--- config.mk ---
export PLATFORM = sky130hd
export DESIGN_NAME = hazard_controller
export DESIGN_NICKNAME = d
export VERILOG_FILES = /design/src/rtl/hazard_controller_pkg.sv /design/src/rtl/hazard_controller_mem_resp_buffer.sv /design/src/rtl/hazard_controller.sv
export SDC_FILE = /design/constraint.sdc
export NUM_CORES = 1
export LEC_CHECK = 0
export ABC_AREA = 1
export ABC_CLOCK_PERIOD_IN_PS = 1600
export CAP_MARGIN = 15
export CORE_ASPECT_RATIO = 1.75
export CORE_MARGIN = 2
export CORE_UTILIZATION = 43
export CTS_CLUSTER_SIZE = 30
export DETAILED_ROUTE_END_ITERATION = 10
export HOLD_SLACK_MARGIN = 0.03
export PLACE_DENSITY_LB_ADDON = 0.25
export SETUP_SLACK_MARGIN = 0.3
export SYNTH_ARGS = -nofsm -noshare
export SYNTH_HDL_FRONTEND = slang
export SYNTH_HIERARCHICAL = 1
export SYNTH_SLANG_ARGS = --single-unit
--- constraint.sdc ---
create_clock -name clk -period 1.6 [get_ports clk]
set_input_delay 0.24 -clock clk [delete_from_list [all_inputs] [get_ports clk]]
set_output_delay 0.24 -clock clk [all_outputs]
set_load 0.005 [all_outputs]
--- src/rtl/hazard_controller_pkg.sv ---
// Shared types and constants for the pipeline hazard controller.
package hazard_controller_pkg;

    typedef enum logic {
        RUN  = 1'b0,
        WAIT = 1'b1
    } hc_state_e;

    localparam int CNT_WIDTH_DEFAULT = 32;

endpackage

--- src/rtl/hazard_controller_mem_resp_buffer.sv ---
// One-entry sticky holder for a memory response that arrives while the pipe is frozen.
module mem_resp_buffer
    import hazard_controller_pkg::*;
(
    input  logic        clk,
    input  logic        rst,
    input  logic        advance,
    input  logic        resp,
    input  logic [31:0] rdata,
    output logic        done,
    output logic [31:0] data_out
);

    logic [31:0] data_q;

    always_ff @(posedge clk) begin
        if (rst) begin
            done   <= 1'b0;
            data_q <= '0;
        end else if (advance) begin
            done   <= 1'b0;
            data_q <= '0;
        end else if (resp) begin
            done   <= 1'b1;
            data_q <= rdata;
        end
    end

    // Once captured, the held copy stands in for the live bus until the pipe moves.
    assign data_out = done ? data_q : rdata;

endmodule

--- src/rtl/hazard_controller.sv ---
// Stall/flush controller for the 5-stage RV32I pipeline with miss freeze and perf counters.
module hazard_controller
    import hazard_controller_pkg::*;
#(
    parameter int CNT_WIDTH = CNT_WIDTH_DEFAULT
) (
    input  logic                 clk,
    input  logic                 rst,
    input  logic [4:0]           IF_ID_rs1_i,
    input  logic [4:0]           IF_ID_rs2_i,
    input  logic                 IF_ID_uses_rs2_i,
    input  logic [4:0]           ID_EX_rd_i,
    input  logic                 ID_EX_mem_read_i,
    input  logic                 branch_taken_i,
    input  logic                 EX_MEM_mem_read_i,
    input  logic                 EX_MEM_mem_write_i,
    input  logic                 imem_resp_i,
    input  logic [31:0]          imem_rdata_i,
    input  logic                 dmem_resp_i,
    input  logic [31:0]          dmem_rdata_i,
    output logic [31:0]          instr_o,
    output logic [31:0]          dmem_rdata_o,
    output logic                 dmem_read_o,
    output logic                 dmem_write_o,
    output logic                 load_pc_o,
    output logic                 load_if_id_o,
    output logic                 load_id_ex_o,
    output logic                 load_ex_mem_o,
    output logic                 load_mem_wb_o,
    output logic                 flush_if_id_o,
    output logic                 flush_id_ex_o,
    output logic [CNT_WIDTH-1:0] stall_cnt_o,
    output logic [CNT_WIDTH-1:0] flush_cnt_o
);

    localparam logic [CNT_WIDTH-1:0] CNT_ONE = {{(CNT_WIDTH-1){1'b0}}, 1'b1};

    function automatic logic [CNT_WIDTH-1:0] sat_inc(input logic [CNT_WIDTH-1:0] v);
        return (&v) ? v : v + CNT_ONE;
    endfunction

    hc_state_e   state_q, state_d;
    logic        i_done, d_done;
    logic        dmem_active, i_ok, d_ok, advance;
    logic        load_use, bubble;

    assign dmem_active = EX_MEM_mem_read_i | EX_MEM_mem_write_i;
    assign i_ok        = imem_resp_i | i_done;
    assign d_ok        = ~dmem_active | dmem_resp_i | d_done;
    assign advance     = i_ok & d_ok;

    // A load in EX cannot forward to ID in time; x0 never creates a dependency.
    assign load_use = ID_EX_mem_read_i & (|ID_EX_rd_i) &
                      ((ID_EX_rd_i == IF_ID_rs1_i) |
                       (IF_ID_uses_rs2_i & (ID_EX_rd_i == IF_ID_rs2_i)));
    assign bubble   = advance & ~branch_taken_i & load_use;

    mem_resp_buffer u_imem_buf (
        .clk      (clk),
        .rst      (rst),
        .advance  (advance),
        .resp     (imem_resp_i),
        .rdata    (imem_rdata_i),
        .done     (i_done),
        .data_out (instr_o)
    );

    mem_resp_buffer u_dmem_buf (
        .clk      (clk),
        .rst      (rst),
        .advance  (advance),
        .resp     (dmem_resp_i),
        .rdata    (dmem_rdata_i),
        .done     (d_done),
        .data_out (dmem_rdata_o)
    );

    assign dmem_read_o  = ~rst & EX_MEM_mem_read_i  & ~d_done;
    assign dmem_write_o = ~rst & EX_MEM_mem_write_i & ~d_done;

    always_ff @(posedge clk) begin
        if (rst) begin
            state_q <= RUN;
        end else begin
            state_q <= state_d;
        end
    end

    always_comb begin
        state_d = state_q;
        case (state_q)
            RUN:     if (!advance) state_d = WAIT;
            WAIT:    if (advance)  state_d = RUN;
            default: state_d = RUN;
        endcase
    end

    always_comb begin
        load_pc_o     = 1'b0;
        load_if_id_o  = 1'b0;
        load_id_ex_o  = 1'b0;
        load_ex_mem_o = 1'b0;
        load_mem_wb_o = 1'b0;
        flush_if_id_o = 1'b0;
        flush_id_ex_o = 1'b0;
        if (!rst && advance) begin
            load_pc_o     = 1'b1;
            load_if_id_o  = 1'b1;
            load_id_ex_o  = 1'b1;
            load_ex_mem_o = 1'b1;
            load_mem_wb_o = 1'b1;
            if (branch_taken_i) begin
                flush_if_id_o = 1'b1;
                flush_id_ex_o = 1'b1;
            end else if (load_use) begin
                // Hold PC and IF/ID, inject a bubble into EX; older stages drain.
                load_pc_o     = 1'b0;
                load_if_id_o  = 1'b0;
                flush_id_ex_o = 1'b1;
            end
        end
    end

    always_ff @(posedge clk) begin
        if (rst) begin
            stall_cnt_o <= '0;
            flush_cnt_o <= '0;
        end else begin
            if (!advance || bubble) stall_cnt_o <= sat_inc(stall_cnt_o);
            if (advance && branch_taken_i) flush_cnt_o <= sat_inc(flush_cnt_o);
        end
    end

endmodule

# Yosys cells after proc, flatten, opt, wreduce, memory -nomap -nowiden
# Index checks and enable logic that the tools add are counted.
dict set report op_classes {
  magnitude_cmp 0
  eq_ne 2
  n_addsub 2
  div_mod_pow 0
  n_bitwise 21
  shifts 0
  muxes 11
  mul 0
  n_reduce_logical 11
}
# op count
set op_table {}
lappend op_table {{32-bit by 1-bit adder with 32-bit output (second input constant)} 2}
lappend op_table {{32-bit two-way mux} 2}
lappend op_table {{32-bit AND reduction} 2}
lappend op_table {{1-bit AND} 10}
lappend op_table {{5-bit equality test} 2}
lappend op_table {{1-bit two-way mux} 9}
lappend op_table {{1-bit NOT} 6}
lappend op_table {{1-bit OR} 5}
lappend op_table {{5-bit OR reduction} 1}
lappend op_table {{2-bit AND reduction} 2}
lappend op_table {{1-bit logical AND} 2}
lappend op_table {{1-bit zero test} 2}
lappend op_table {{2-bit OR reduction} 1}
lappend op_table {{1-bit logical OR} 1}
dict set report totals {
  ram_bits 0
  out_inout_bits 137
  reg_bits 130
  memories 0
  word_cells 53
  latchBits 0
  inputBits 88
  romBits 0
}

# Depth between registers and ports, before layout
dict set report logic_depth {
  word_depth 9
  ltp_mapped 12
  depth_no_buf 12
}

# Cells and area by module
# Netlist, hierarchy kept.
# mod area_per_inst_um2 cells_each n_inst
set by_module_without_submodules {}
lappend by_module_without_submodules {hazard_controller 4145.2 694 1}
lappend by_module_without_submodules {mem_resp_buffer 1707.9 276 2}

# Least setup slack after synthesis
# No wires, ideal clock.
dict set report synth_path {
  kind {reg-to-reg}
  start {reg flush_cnt_o[0]}
  end {reg flush_cnt_o[0]}
  setup_time_ns 0.123
  synth_period_minus_slack_ns 1.654
  arrival_time_ns 1.531
  setup_slack_ns -0.054
  t_required_ns 1.477
  path_stages_with_launch 12
  cell_sequence {dfxtp_1 > ha_1 > inv_1 > nor2_2 > nand2_2 > nor2_4 > nand2_1 > nand2_4 > inv_4 > buf_6 > o21ai_0 > a21oi_1}
}
dict set report synth_via {
  elab_chain_len 3
  word_cells_on_any_way 4
}
# element line
set synth_rtl {}
lappend synth_rtl {{start, declared} hazard_controller.sv:33} ;# output logic [CNT_WIDTH-1:0] flush_cnt_o
lappend synth_rtl {{start signal, assigned} hazard_controller.sv:130} ;# if (advance && branch_taken_i) flush_cnt_o <= sat_inc(flush_cnt_o);
lappend synth_rtl {{branches (longest 3 deep; another with 32-bit by 1-bit adder with 32-bit output)} -}
# Several ways; the timed one is not identified.
# A chain may end at the register's enable or synchronous reset.

# Worst setup path after layout
dict set report layout_path {
  start {reg stall_cnt_o[1]}
  end {reg stall_cnt_o[12]}
}
dict set report layout_via {
  elab_chain_len 3
  word_cells_on_any_way 4
}
# element line
set layout_rtl {}
lappend layout_rtl {{start, declared} hazard_controller.sv:32} ;# output logic [CNT_WIDTH-1:0] stall_cnt_o,
lappend layout_rtl {{start signal, assigned} hazard_controller.sv:129} ;# if (!advance || bubble) stall_cnt_o <= sat_inc(stall_cnt_o);
lappend layout_rtl {{branches (longest 3 deep; another with 32-bit by 1-bit adder with 32-bit output)} -}
# Several ways; the timed one is not identified.

==> results.txt <==
Area Overhead vs Synth -> 98.9%
most frequent cells in the layout -> nand2_1 (278), nor2_1 (188), buf_4 (182)
antenna violations before repair -> 4
core area -> 0.0174 sq mm
kind of end point of the critical path -> register
violated checks -> setup timing
Final nets -> 1828
clk buf depth -> 2
number of global-route vias before repair -> 9637
status -> finished, violations left
post-DP HPWL -> 17.1 mm
Worst EP arrival -> 2.25 ns
Synth area leader -> dfxtp_1
Power Density -> 673 mW/mm^2
CTS root buf -> clkbuf_16
Synth cell types -> 34
measured slew at the worst slew-check pin -> 0.674 ns
CTS Sinks -> 130
final WL -> 37.9 mm
top cells by area, synth -> dfxtp_1 (34%), nand2_1 (20%), nor2_1 (12%), inv_1 (5.2%), o21ai_1 (4.2%)
worst ir drop on vdd -> 0.623 mV
first-pass GRT wire length -> 45.6 mm
Clock transition at path regs -> 0.07 ns
Hold Fails Final Rpt -> 0
total grt overflow -> 0
Die Wd -> 104 microns
CTS tree -> yes
routed vias -> 10827
largest net degree at the start of global routing -> 66
critical path peak fanout -> 7
FMAX -> 514 MHz
share of post-route cells with drive strength above 1 -> 53.6%
max_slew headroom -> 55.0%
syn avg cell area -> 6.07 sq um
Wirelength per Cell -> 19.1 microns
setup TNS -> -28.13 ns
Synth Instances -> 1246
placed cell count -> 1813
LEAKAGE -> 7.19 nW
mapped cell area -> 0.00756 sq mm
Final setup violation count -> 185
critical path type -> register to register
Non-Filler Instances -> 1987
row cnt -> 64
chip height -> 179 microns
routability cong. -> 0.954
Die ar. -> 0.0187 sq mm
TritonRoute pass-1 iters -> 7
HP Class -> input pin to register
dpl cell area -> 0.0113 sq mm
yosys warns -> 6
Total Routing Usage GR -> 30.0%
Slew Limit Fails -> 0
post-route DRC violation count -> 0
initial detailed-routing violation count -> 806
total power -> 10.1 mW
fraction of the cycle the final worst path needs -> 122%
vias per inst -> 5.45
setup slack after layout -> -0.347 ns
Startpoint Class -> register
Layout Skew -> 0.0135 ns
post-synthesis sequential area ratio -> 34.4%
Clock Latency Late Sink -> 0.43 ns
Final Cell Area -> 0.0150 sq mm
Final min period -> 1.95 ns
fill cell count -> 869
Hold Buf Count CTS -> 0
data required time at the worst endpoint -> 1.90 ns
final core utilization -> 86.5%
clock buffer count from CTS -> 17
FF+latch count, synth -> 130
Max Cap Viol -> 0
Synth Net Count -> 1336
unrepaired setup endpoints after global routing -> yes
remaining antenna violation count -> 0
area fraction of the dominant cell type after synthesis -> 34.4%
H-Tree Level Count -> 4
total I/O pin count -> 225
IO buf count -> 224
most common cell after layout, fill and taps aside -> nand2_1
Initial Utilization -> 43.5%
[state kept, by name, indices dropped and copies added (netlist names)]
register / flops
stall_cnt_o: 32
u_imem_buf/done: 1
u_imem_buf/data_q: 32
u_dmem_buf/done: 1
u_dmem_buf/data_q: 32
flush_cnt_o: 32
[where the power goes]
part | switching (mW) | internal (mW)
combinational | 1.30 | 1.39
clock | 1.56 | 2.42
sequential | 0.102 | 3.36
total | 2.96 | 7.17
[worst max-delay path, stage by stage (launching register included)]
cell	delay (ns)
dfxtp_4	0.37
ha_4	0.15
nand2_4	0.07
nor2_4	0.14
nand2_2	0.10
nor2_4	0.16
buf_6	0.12
nand3_4	0.20
nand4_1	0.16
inv_1	0.09
a21oi_1	0.17
nor2_1	0.07
[cell usage after synthesis]
library cell,n
a21oi_1,48
a21oi_2,4
a31o_2,1
and3_1,5
buf_2,10
buf_4,35
buf_6,4
clkbuf_1,6
clkinv_2,40
dfxtp_1,130
ha_1,2
inv_1,105
inv_2,2
inv_4,1
nand2_1,412
nand2_2,3
nand2_4,2
nand3_1,50
nand3_2,2
nand3_4,1
nand3b_1,2
nand4_1,9
nor2_1,246
nor2_2,4
nor2_4,5
nor3_1,19
o211ai_1,1
o21a_1,2
o21ai_0,7
o21ai_1,64
o21bai_1,2
or2_2,1
xnor2_1,6
xor2_1,15
[final timing paths]
check                                                 start                                 end  slack [ns]  cells past startpoint
worst max-delay path            stall_cnt_o[1]$_SDFFE_PP0P_        stall_cnt_o[12]$_SDFFE_PP0P_       -0.35                     11
worst min register to register  flush_cnt_o[8]$_SDFFE_PP0P_         flush_cnt_o[8]$_SDFFE_PP0P_        0.47                      1
worst max register to register  stall_cnt_o[1]$_SDFFE_PP0P_        stall_cnt_o[12]$_SDFFE_PP0P_       -0.35                     11
worst min-delay path                       imem_rdata_i[13]  u_imem_buf/data_q[13]$_SDFFE_PP0P_        0.46                      5
[logic make-up (layout without fill, tap and decap cells)]
kind of cell             Yosys count  in the layout  synth area share, %
AO/OA/AOI/OAI                    129            129                 8.95
XOR/XNOR                          21             21                 2.43
adder cells (fa/ha/maj)            2              2                0.331
buffers and inverters            203            705                 13.1
flip-flops                       130            130                 34.4
other                              0              5                    0
AND/OR/NAND/NOR                  761            764                 40.8
[layout make-up]
| class | count | area, sq um | share of cell area, % |
|---|---|---|---|
| Antenna cell | 5 | 12.5 | 0.0832 |
| Timing Repair Buffer | 518 | 5040 | 33.5 |
| Clock buffer | 24 | 482 | 3.20 |
| Inverter | 148 | 637 | 4.23 |
| Timing Repair inverter | 7 | 97.6 | 0.649 |
| Tap cell | 231 | 289 | 1.92 |
| Multi-Input combinational cell | 916 | 5660 | 37.6 |
| Clock inverter | 8 | 103 | 0.682 |
| Sequential cell | 130 | 2720 | 18.1 |
[per-stage QoR]
stage               worst slack (ns)  hold slack [ns]
floorplan                     0.0779            0.391
global placement              -0.706            0.457
detailed placement            -0.696            0.460
CTS                           -0.217            0.432
global route                  -0.413            0.470
finish                        -0.347            0.458
[per-layer routing]
metal  wire [microns]  track usage [%]  vias to the layer above  share of wire (%)
met1            12200             29.0                     4996                 32
met2            19600             55.9                      714                 52
li1                 -                -                     4832                  -
met4             2990             18.5                        0                7.9
met3             3060             7.72                      285                8.1
met5                0                0                        -                  0
[timing repair]
item / CTS / global route
setup endpoints to repair: 267 / 228
resized for setup: 689 / 404
gates cloned: 24 / 18
pin swaps: 66 / 174
setup buffers: 44 / 51
Power figures use the tool's default switching activity.
